$ cat config.mk
export PLATFORM = sky130hd
export DESIGN_NAME = beam_meta_accumulator
export DESIGN_NICKNAME = d
export VERILOG_FILES = /design/src/rtl/pueo_meta_pkg.sv /design/src/rtl/beam_meta_fifo.sv /design/src/rtl/beam_meta_accumulator.sv
export SDC_FILE = /design/constraint.sdc
export NUM_CORES = 1
export LEC_CHECK = 0
export BUFFER_PORTS_ARGS = -buffer_cell sky130_fd_sc_hd__buf_2
export CORE_MARGIN = 2
export CORE_UTILIZATION = 49
export DETAILED_ROUTE_END_ITERATION = 6
export GPL_ROUTABILITY_DRIVEN = 0
export PLACE_DENSITY = 0.74
export SETUP_SLACK_MARGIN = 0.4
export SLEW_MARGIN = 30
export SYNTH_ARGS = -nofsm -noshare
export SYNTH_HDL_FRONTEND = slang
export SYNTH_SLANG_ARGS = --single-unit
$ cat constraint.sdc
create_clock -name clk_i -period 2.2 [get_ports clk_i]
set_clock_uncertainty 0.2 [all_clocks]
set_input_delay 0 -clock clk_i [delete_from_list [all_inputs] [get_ports clk_i]]
set_output_delay 0 -clock clk_i [all_outputs]
set_load 0.1 [all_outputs]
$ cat src/rtl/pueo_meta_pkg.sv
// Shared types and the beam-to-metadata group map for the beam metadata accumulator.
// Group m holds every beam b with b%8==m; beams 40..47 also feed group (b+1)%8.
package pueo_meta_pkg;

    localparam int NMETA     = 8;
    localparam int GROUP_MAX = 22;
    localparam int UNUSED    = 255;

    // Entries >= NBEAMS of the instantiating module contribute nothing.
    localparam int META_INDICES [NMETA][GROUP_MAX] = '{
        '{0, 8, 16, 24, 32, 40, 47, 255, 255, 255, 255, 255, 255, 255, 255, 255, 255, 255, 255, 255, 255, 255},
        '{1, 9, 17, 25, 33, 41, 40, 255, 255, 255, 255, 255, 255, 255, 255, 255, 255, 255, 255, 255, 255, 255},
        '{2, 10, 18, 26, 34, 42, 41, 255, 255, 255, 255, 255, 255, 255, 255, 255, 255, 255, 255, 255, 255, 255},
        '{3, 11, 19, 27, 35, 43, 42, 255, 255, 255, 255, 255, 255, 255, 255, 255, 255, 255, 255, 255, 255, 255},
        '{4, 12, 20, 28, 36, 44, 43, 255, 255, 255, 255, 255, 255, 255, 255, 255, 255, 255, 255, 255, 255, 255},
        '{5, 13, 21, 29, 37, 45, 44, 255, 255, 255, 255, 255, 255, 255, 255, 255, 255, 255, 255, 255, 255, 255},
        '{6, 14, 22, 30, 38, 46, 45, 255, 255, 255, 255, 255, 255, 255, 255, 255, 255, 255, 255, 255, 255, 255},
        '{7, 15, 23, 31, 39, 47, 46, 255, 255, 255, 255, 255, 255, 255, 255, 255, 255, 255, 255, 255, 255, 255}
    };

    typedef struct packed {
        logic [NMETA-1:0] meta;
        logic [3:0]       merged;
    } meta_event_t;

    typedef enum logic [1:0] {
        IDLE  = 2'd0,
        ACCUM = 2'd1,
        PUSH  = 2'd2
    } fsm_state_t;

    function automatic logic [3:0] sat15_inc(input logic [3:0] v);
        return (v == 4'd15) ? v : v + 4'd1;
    endfunction

endpackage

$ cat src/rtl/beam_meta_fifo.sv
// First-word-fall-through event FIFO; the head is presented whenever non-empty and reads as 0 when empty.
// A push into a full FIFO is accepted only if the head is popped on the same edge.
module beam_meta_fifo
    import pueo_meta_pkg::*;
#(
    parameter int DEPTH = 4
) (
    input  logic        clk_i,
    input  logic        rst_i,
    input  logic        push_i,
    input  meta_event_t data_i,
    input  logic        pop_i,
    output meta_event_t data_o,
    output logic        empty_o,
    output logic        full_o
);

    localparam int AW = $clog2(DEPTH);

    meta_event_t     r_mem [DEPTH];
    logic [AW-1:0]   r_wr_ptr;
    logic [AW-1:0]   r_rd_ptr;
    logic [AW:0]     r_count;
    logic            w_do_pop;
    logic            w_do_push;

    assign empty_o   = (r_count == '0);
    assign full_o    = (r_count == (AW+1)'(DEPTH));
    assign w_do_pop  = pop_i & ~empty_o;
    assign w_do_push = push_i & (~full_o | w_do_pop);
    assign data_o    = empty_o ? '0 : r_mem[r_rd_ptr];

    always_ff @(posedge clk_i) begin
        if (w_do_push) begin
            r_mem[r_wr_ptr] <= data_i;
        end
    end

    // Pointers wrap naturally because DEPTH is a power of two.
    always_ff @(posedge clk_i or posedge rst_i) begin
        if (rst_i) begin
            r_wr_ptr <= '0;
            r_rd_ptr <= '0;
            r_count  <= '0;
        end else begin
            if (w_do_push) begin
                r_wr_ptr <= r_wr_ptr + 1'b1;
            end
            if (w_do_pop) begin
                r_rd_ptr <= r_rd_ptr + 1'b1;
            end
            case ({w_do_push, w_do_pop})
                2'b10:   r_count <= r_count + 1'b1;
                2'b01:   r_count <= r_count - 1'b1;
                default: r_count <= r_count;
            endcase
        end
    end

endmodule

$ cat src/rtl/beam_meta_accumulator.sv
// Collapses beam triggers into metadata groups, accumulates them over a window opened by each trigger,
// and queues one {meta, merged} event per window toward the readout link.
module beam_meta_accumulator
    import pueo_meta_pkg::*;
#(
    parameter int NBEAMS     = 48,
    parameter int WINDOW_LEN = 4,
    parameter int DEPTH      = 4
) (
    input  logic              clk_i,
    input  logic              rst_i,
    input  logic [NBEAMS-1:0] beam_i,
    input  logic              trig_i,
    input  logic              clr_ovf_i,
    output logic [NMETA-1:0]  meta_o,
    output logic [3:0]        merged_o,
    output logic              meta_valid_o,
    input  logic              meta_ready_i,
    output logic              trig_o,
    output logic              ovf_o,
    output logic [1:0]        dbg_state_o
);

    localparam logic [3:0] CNT_INIT = 4'(WINDOW_LEN - 1);

    logic [255:0]      w_beam_ext;
    logic [NMETA-1:0]  w_grp;
    logic [NMETA-1:0]  r_grp;
    logic              r_trig_d;
    fsm_state_t        r_state;
    logic [NMETA-1:0]  r_acc;
    logic [3:0]        r_merged;
    logic [3:0]        r_cnt;
    logic              r_trig_o;
    logic              r_ovf;
    logic              w_push;
    logic              w_pop;
    logic              w_full;
    logic              w_empty;
    meta_event_t       w_wr_evt;
    meta_event_t       w_head;

    // Zero-extended so unused map entries (>= NBEAMS) read as 0.
    assign w_beam_ext = 256'(beam_i);

    always_comb begin
        w_grp = '0;
        for (int m = 0; m < NMETA; m++) begin
            for (int k = 0; k < GROUP_MAX; k++) begin
                if (META_INDICES[m][k] < NBEAMS) begin
                    w_grp[m] = w_grp[m] | w_beam_ext[8'(META_INDICES[m][k])];
                end
            end
        end
    end

    always_ff @(posedge clk_i or posedge rst_i) begin
        if (rst_i) begin
            r_grp    <= '0;
            r_trig_d <= 1'b0;
        end else begin
            r_grp    <= w_grp;
            r_trig_d <= trig_i;
        end
    end

    // A trigger seen while pushing opens the next window straight away, so none is lost.
    always_ff @(posedge clk_i or posedge rst_i) begin
        if (rst_i) begin
            r_state  <= IDLE;
            r_acc    <= '0;
            r_merged <= '0;
            r_cnt    <= '0;
            r_trig_o <= 1'b0;
        end else begin
            r_trig_o <= (r_state == PUSH);
            case (r_state)
                IDLE, PUSH: begin
                    if (r_trig_d) begin
                        r_acc    <= r_grp;
                        r_merged <= '0;
                        r_cnt    <= CNT_INIT;
                        r_state  <= (WINDOW_LEN == 1) ? PUSH : ACCUM;
                    end else begin
                        r_state  <= IDLE;
                    end
                end
                ACCUM: begin
                    r_acc <= r_acc | r_grp;
                    if (r_trig_d) begin
                        r_merged <= sat15_inc(r_merged);
                    end
                    r_cnt <= r_cnt - 4'd1;
                    if (r_cnt == 4'd1) begin
                        r_state <= PUSH;
                    end
                end
                default: r_state <= IDLE;
            endcase
        end
    end

    assign w_push          = (r_state == PUSH);
    assign w_pop           = meta_valid_o & meta_ready_i;
    assign w_wr_evt.meta   = r_acc;
    assign w_wr_evt.merged = r_merged;

    beam_meta_fifo #(
        .DEPTH (DEPTH)
    ) u_fifo (
        .clk_i   (clk_i),
        .rst_i   (rst_i),
        .push_i  (w_push),
        .data_i  (w_wr_evt),
        .pop_i   (w_pop),
        .data_o  (w_head),
        .empty_o (w_empty),
        .full_o  (w_full)
    );

    // A drop wins over a coincident clear.
    always_ff @(posedge clk_i or posedge rst_i) begin
        if (rst_i) begin
            r_ovf <= 1'b0;
        end else if (w_push & w_full & ~w_pop) begin
            r_ovf <= 1'b1;
        end else if (clr_ovf_i) begin
            r_ovf <= 1'b0;
        end
    end

    assign meta_o       = w_head.meta;
    assign merged_o     = w_head.merged;
    assign meta_valid_o = ~w_empty;
    assign trig_o       = r_trig_o;
    assign ovf_o        = r_ovf;
    assign dbg_state_o  = r_state;

endmodule

Yosys cells after proc, flatten, opt, wreduce, memory -nomap -nowiden --
Memories as Yosys holds them, arrays and structs flattened. Index checks and enable logic that the tools add are counted.
Storage, ports and cells: output and inout bits 17, memories 1, register bits 36, bits in writable memories 48, word-level logic and storage cells 112, bits of input ports 53
Memory list:
- u_fifo.r_mem | depth 4, bits a word 12, read ports 1, clocked after Yosys merged registers in 0, wr ports 1, line beam_meta_fifo.sv:20 | meta_event_t r_mem [DEPTH];
Operators by class: equality and inequality tests 11, add/subtract/negate cells 6, reduce and logical (&&, ||, !) cells 8, multiplexer cells 17, bitwise logic cells 58
Operators by type and width (number):
- bitwise OR 1 bit | 49
- two-way mux 4 bit | 4
- case mux 4 bit (2 select lines) | 2
- case mux 8 bit (2 select lines) | 1
- two-way mux 12 bit | 1
- two-way mux 8 bit | 1
- inequality test 2 bit, second input constant | 4
- bitwise OR 8 bit | 1
- case mux 3 bit (2 select lines) | 1
- nonzero test 2 bit | 3
- bitwise AND 1 bit | 5
- two-way mux 1 bit | 5
- adder 2 x 1 -> 2 bit, second input constant | 2
- adder 4 x 1 -> 4 bit, second input constant | 1
- equality test 2 x 1 -> 1 bit, second input constant | 2
- equality test 2 bit, second input constant | 2
- equality test 4 x 1 -> 1 bit, second input constant | 1
- equality test 4 bit, second input constant | 1
- case mux 2 bit (2 select lines) | 1
- AND reduction 4 bit | 1
- subtractor 4 x 1 -> 4 bit, second input constant | 1
- adder 3 x 1 -> 3 bit, second input constant | 1
- equality test 3 bit, second input constant | 1
- logical NOT 3 bit | 1
- 6 further kinds | 8

Logic depth before layout (Yosys ltp) --
depth in word-level cells 8, gate-level depth with buffers 8, depth with buffers taken out 7

Modules after synthesis --
Synthesis repeated with hierarchy kept, for this count alone.
Unflattened totals: cell total of the unflattened synthesis 232, area, all modules 3525.9 µm²
By module, submodules not included:
- beam_meta_fifo | seq. area each 1616.6 µm², area an instance 2254.7 µm², cells an instance 116, instances 1
- beam_meta_accumulator | seq. area each 725.7 µm², area an instance 1271.2 µm², cells an instance 116, instances 1

Least setup slack after synthesis --
Ideal clock, no wire load.
path kind register to register, start point reg u_fifo.r_count[2], end point reg u_fifo.r_count[2], slack -1046 ps, path buffers 1, arrival 2920 ps, period minus slack after synthesis 3246 ps, library setup time 126 ps, cell stages (with the launch flop) 8, data required time 1874 ps, cells stage by stage dfrtp_1 nor2_1 nand2_1 clkbuf_1 nand3_1 fa_1 or3_1 a311o_1
Between the ends: cells in the longest elaborated chain, start to end 8, elaborated cells on any way between the ends 14, those cells by class add/sub (2); eq/ne (3); mux (1); bitwise (6); reduce/logical (2)
Ends and longest elaborated chain:
- start, declared | line beam_meta_fifo.sv:23 | logic [AW:0] r_count;
- start signal, assigned | line beam_meta_fifo.sv:53 | 2'b10: r_count <= r_count + 1'b1;
- start signal, assigned | line beam_meta_fifo.sv:54 | 2'b01: r_count <= r_count - 1'b1;
- start signal, assigned | line beam_meta_fifo.sv:55 | default: r_count <= r_count;
- logical NOT 3 bit (*) | line beam_meta_fifo.sv:27 | assign empty_o = (r_count == '0);
- NOT 1 bit (*) | line beam_meta_accumulator.sv:134 | assign meta_valid_o = ~w_empty;
- net meta_valid_o | line beam_meta_accumulator.sv:17 | output logic meta_valid_o,
- bitwise AND 1 bit | line beam_meta_accumulator.sv:104 | assign w_pop = meta_valid_o & meta_ready_i;
- bitwise AND 1 bit (*) | line beam_meta_fifo.sv:29 | assign w_do_pop = pop_i & ~empty_o;
- bitwise OR 1 bit | line beam_meta_fifo.sv:30 | assign w_do_push = push_i & (~full_o | w_do_pop);
- bitwise AND 1 bit | line beam_meta_fifo.sv:30
- equality test 2 x 1 -> 1 bit or equality test 2 bit (tied branches) | line beam_meta_fifo.sv:52 | case ({w_do_push, w_do_pop})
- case mux 3 bit (2 select lines) or nonzero test 2 bit (tied branches)
The timed path passes the listed nets; every way through them passes the cells marked *. A chain may end at the register's enable or synchronous reset.

Worst setup path in the final report --
start point reg u_fifo.r_rd_ptr[0], end point out merged_o[1]
Between the ends: cells in the longest elaborated chain, start to end 2
Ends and longest elaborated chain:
- start, declared | line beam_meta_fifo.sv:22 | logic [AW-1:0] r_rd_ptr;
- start signal, assigned | line beam_meta_fifo.sv:50 | r_rd_ptr <= r_rd_ptr + 1'b1;
- memory (4 x 12 bit)
- two-way mux 12 bit | line beam_meta_fifo.sv:31 | assign data_o = empty_o ? '0 : r_mem[r_rd_ptr];
- end, declared | line beam_meta_accumulator.sv:16 | output logic [3:0] merged_o,
Every way passes these cells.

==> results.ini <==
[run_status]
status = finished clean

[cts]
clock_latency_ps = 350
cts_max_level = 3
cts_sinks = 84
clock-root-buffer = clkbuf_8
path_clk_slew_ps = 80
cts_inserted_buffers = 9
cts_tree = yes
clockBufferDepth = 2

[global_route]
top_usage_layer = met2
grtUsageMet1_pct = 27.6
use_met2_pct = 36.8
grt.total_usage_pct = 22.0
grt_max_degree = 29
antenna_found_initial = 0
grt_pass1_vias = 2654
use_met3_pct = 3.69
grt_pass1_wl_um = 12700
grt_overflow = 0

[detailed_routing]
first_pass_iters = 4
avgViaCountPerCell = 5.38
routed-via-count = 2653
route.detailed.drc = 0
ant_nets = 0
routedWlPerCell_um = 16.7
routed_wl_um = 8250
drt_iter0_markers = 189

[sta]
max_freq_ghz = 0.509
fin_tns_setup_ps = 0
tightest_slew_ps = 506
rsz0062_at_grt = yes
holdWs_ps = 83.7
timing.slew.headroom_pct = 66.5
drv_slew = 0
min_period_ps = 1960
setup_violations = 0
fin_crit_sh_pct = 89.3
hold_viol_final = 0

[floorplanning]
rows = 31
fp.dieArea_mm2 = 0.00800
initial_core_util_pct = 49.9
dieWidth_um = 89.5
core-area_mm2 = 0.00718
io_pins = 70
fp.dieH_um = 89.5

[synth]
post-synth-top-area-cell = edfxtp_1
yosysWarnings = 0
synthTopCellsByArea = edfxtp_1 40%, dfrtp_1 25%, mux4_2 7.5%
netlist_instances = 252
syn_nets = 313
synth_edf_count = 48
synthFlopType = edfxtp_1
synth.cell_area_mm2 = 0.00358
synth_top_area_share_pct = 40.3
synth.avg_cell_area_um2 = 14.2
synth_cell_types = 36
seq_area_frac_synth_pct = 65.4
async_reset_ff_share_pct = 42.9
ys_ff_latch = 84

[critical_path]
start_kind = flip-flop
cp_num_buf_inv = 2
worstPathArrival_ps = 1760
cp_slowest_cell = mux4_2
required_ps = 2000
cpPeakStageDelay_ps = 480
path_cells = clkbuf_16 > mux4_2 > and2_4 > buf_12
criticalPathCategory = flip-flop to primary output
endpoint_kind = primary output
cp_max_fo = 6
cp_top_family = multiplexers

[layout]
seqCellArea_mm2 = 0.00235
multiInputGateArea_mm2 = 0.00128
drive_gt1_share_pct = 40.4
syn_to_final_growth_pct = 42.1
post-route-util_pct = 70.9
stdcell_area_mm2 = 0.00509
final.fill_count = 458
nets = 450
num_antenna_cells = 0

[flow_run]
maxCapViolCount = 0

[power]
worst_ir_drop_vdd_mv = 0.597
power.density_mw_per_mm2 = 1470
p_leak_nw = 2.07

[place]
port_buffers = 69
dp_hpwl_um = 4500
placed_cell_area_mm2 = 0.00408

[hold_path]
min_path_type = primary input to flip-flop

## placed cells by master, fill, tap and decap left out, drive strengths merged, types with 2 or more instances in the layout
cell and n:
buf 93, edfxtp 48, dlygate4sd3 37, dfrtp 36, and2 20, nand2 17, inv 16, a21oi 12
mux4 12, nor3 10, nor4 10, clkbuf 10, o21ai 9, nand3 8, ha 7, xnor2 6
nor2 6, a22o 5, a22oi 4, a31oi 4, clkinv 4, o221ai 3, nand4b 2, nor2b 2
or3 2
## report_power, final
part           total (mW)  internal [mW]  switching, mW  leakage [nW]
Combinational        4.21           1.76           2.45          1.16
Sequential           2.30           2.03          0.267         0.818
Clock               0.974          0.416          0.559        0.0918
## cell usage after synthesis (6+ instances only)
cell type and n:
xnor2_1 6, and2_1 16, nand3_1 8, nand2_1 17
inv_1 13, mux4_2 12, o21ai_0 9, edfxtp_1 48
nor4_1 10, ha_1 7, dfrtp_1 36, nor2_1 6
nor3_1 10, a21oi_1 12
## timing repair
item | CTS | global route
cloned | 3 | 3
hold endpoints to repair | 51 | 0
endpoints found under the setup margin | 64 | 64
setup buffers | 9 | 7
hold buffers | 37 | 0
pin swaps | 10 | 6
gates resized for setup | 76 | 10
## registers in the layout (all words and copies together) (netlist names), 2 cells and up
signal           flops
u_fifo.r_mem        48
r_acc                8
r_grp                8
r_cnt                4
r_merged             4
u_fifo.r_count       3
dbg_state_o          2
u_fifo.r_rd_ptr      2
u_fifo.r_wr_ptr      2
## metal layers
layer	wire (um)	vias to the layer above	share of wire [%]
li1	-	1230	-
met1	3270	1288	40
met2	4310	119	52
met3	512	16	6.2
met4	156	0	1.9
met5	0	-	0
## worst paths after layout
check	start	endpoint	slack, ps	cells after the start
worst min-delay path	trig_i	r_trig_d$_DFF_PP0_	80	2
worst min register to register	r_grp[7]$_DFF_PP0_	r_acc[7]$_DFFE_PP0P_	270	1
worst max-delay path	u_fifo.r_rd_ptr[0]$_DFFE_PP0N_	merged_o[1]	240	4
max in group asynchronous	rst_i	dbg_state_o[0]$_DFFE_PP0P_	580	5
worst max register to register	dbg_state_o[0]$_DFFE_PP0P_	u_fifo.r_count[2]$_DFFE_PP0P_	240	5
min in group asynchronous	rst_i	trig_o$_DFF_PP0_	510	4
## kinds of logic after synthesis
kind of cell	synth area share, %
adder cells (fa/ha/maj)	3.01
AO/OA/AOI/OAI	7.52
flip-flops	65.4
multiplexers	7.83
XOR/XNOR	1.71
buffers and inverters	3.08
AND/OR/NAND/NOR	11.4
## per-stage QoR
stage,total power [mW],instances,setup slack (ps)
floorplan,4.83,252,-229
global placement,5.28,418,164
detailed placement,5.35,418,107
CTS,7.33,483,168
global route,7.86,493,173
finish,7.49,493,236
## worst register-to-register path: cells and delay by family, from the launching register on
family / cells / cell delay, ps
flip-flops: 1 / 410
AND/OR/NAND/NOR: 3 / 560
adder cells (fa/ha/maj): 1 / 410
AO/OA/AOI/OAI: 1 / 260
## final cells by class
class / instances / share of cell area, %
Timing Repair Buffer: 131 / 21.9
Clock inverter: 7 / 0.959
Clock buffer: 9 / 2.43
Multi-Input combinational cell: 150 / 25.1
Sequential cell: 84 / 46.2
Inverter: 13 / 0.959
Tap cell: 99 / 2.43
(Power assumes the default switching activity.)
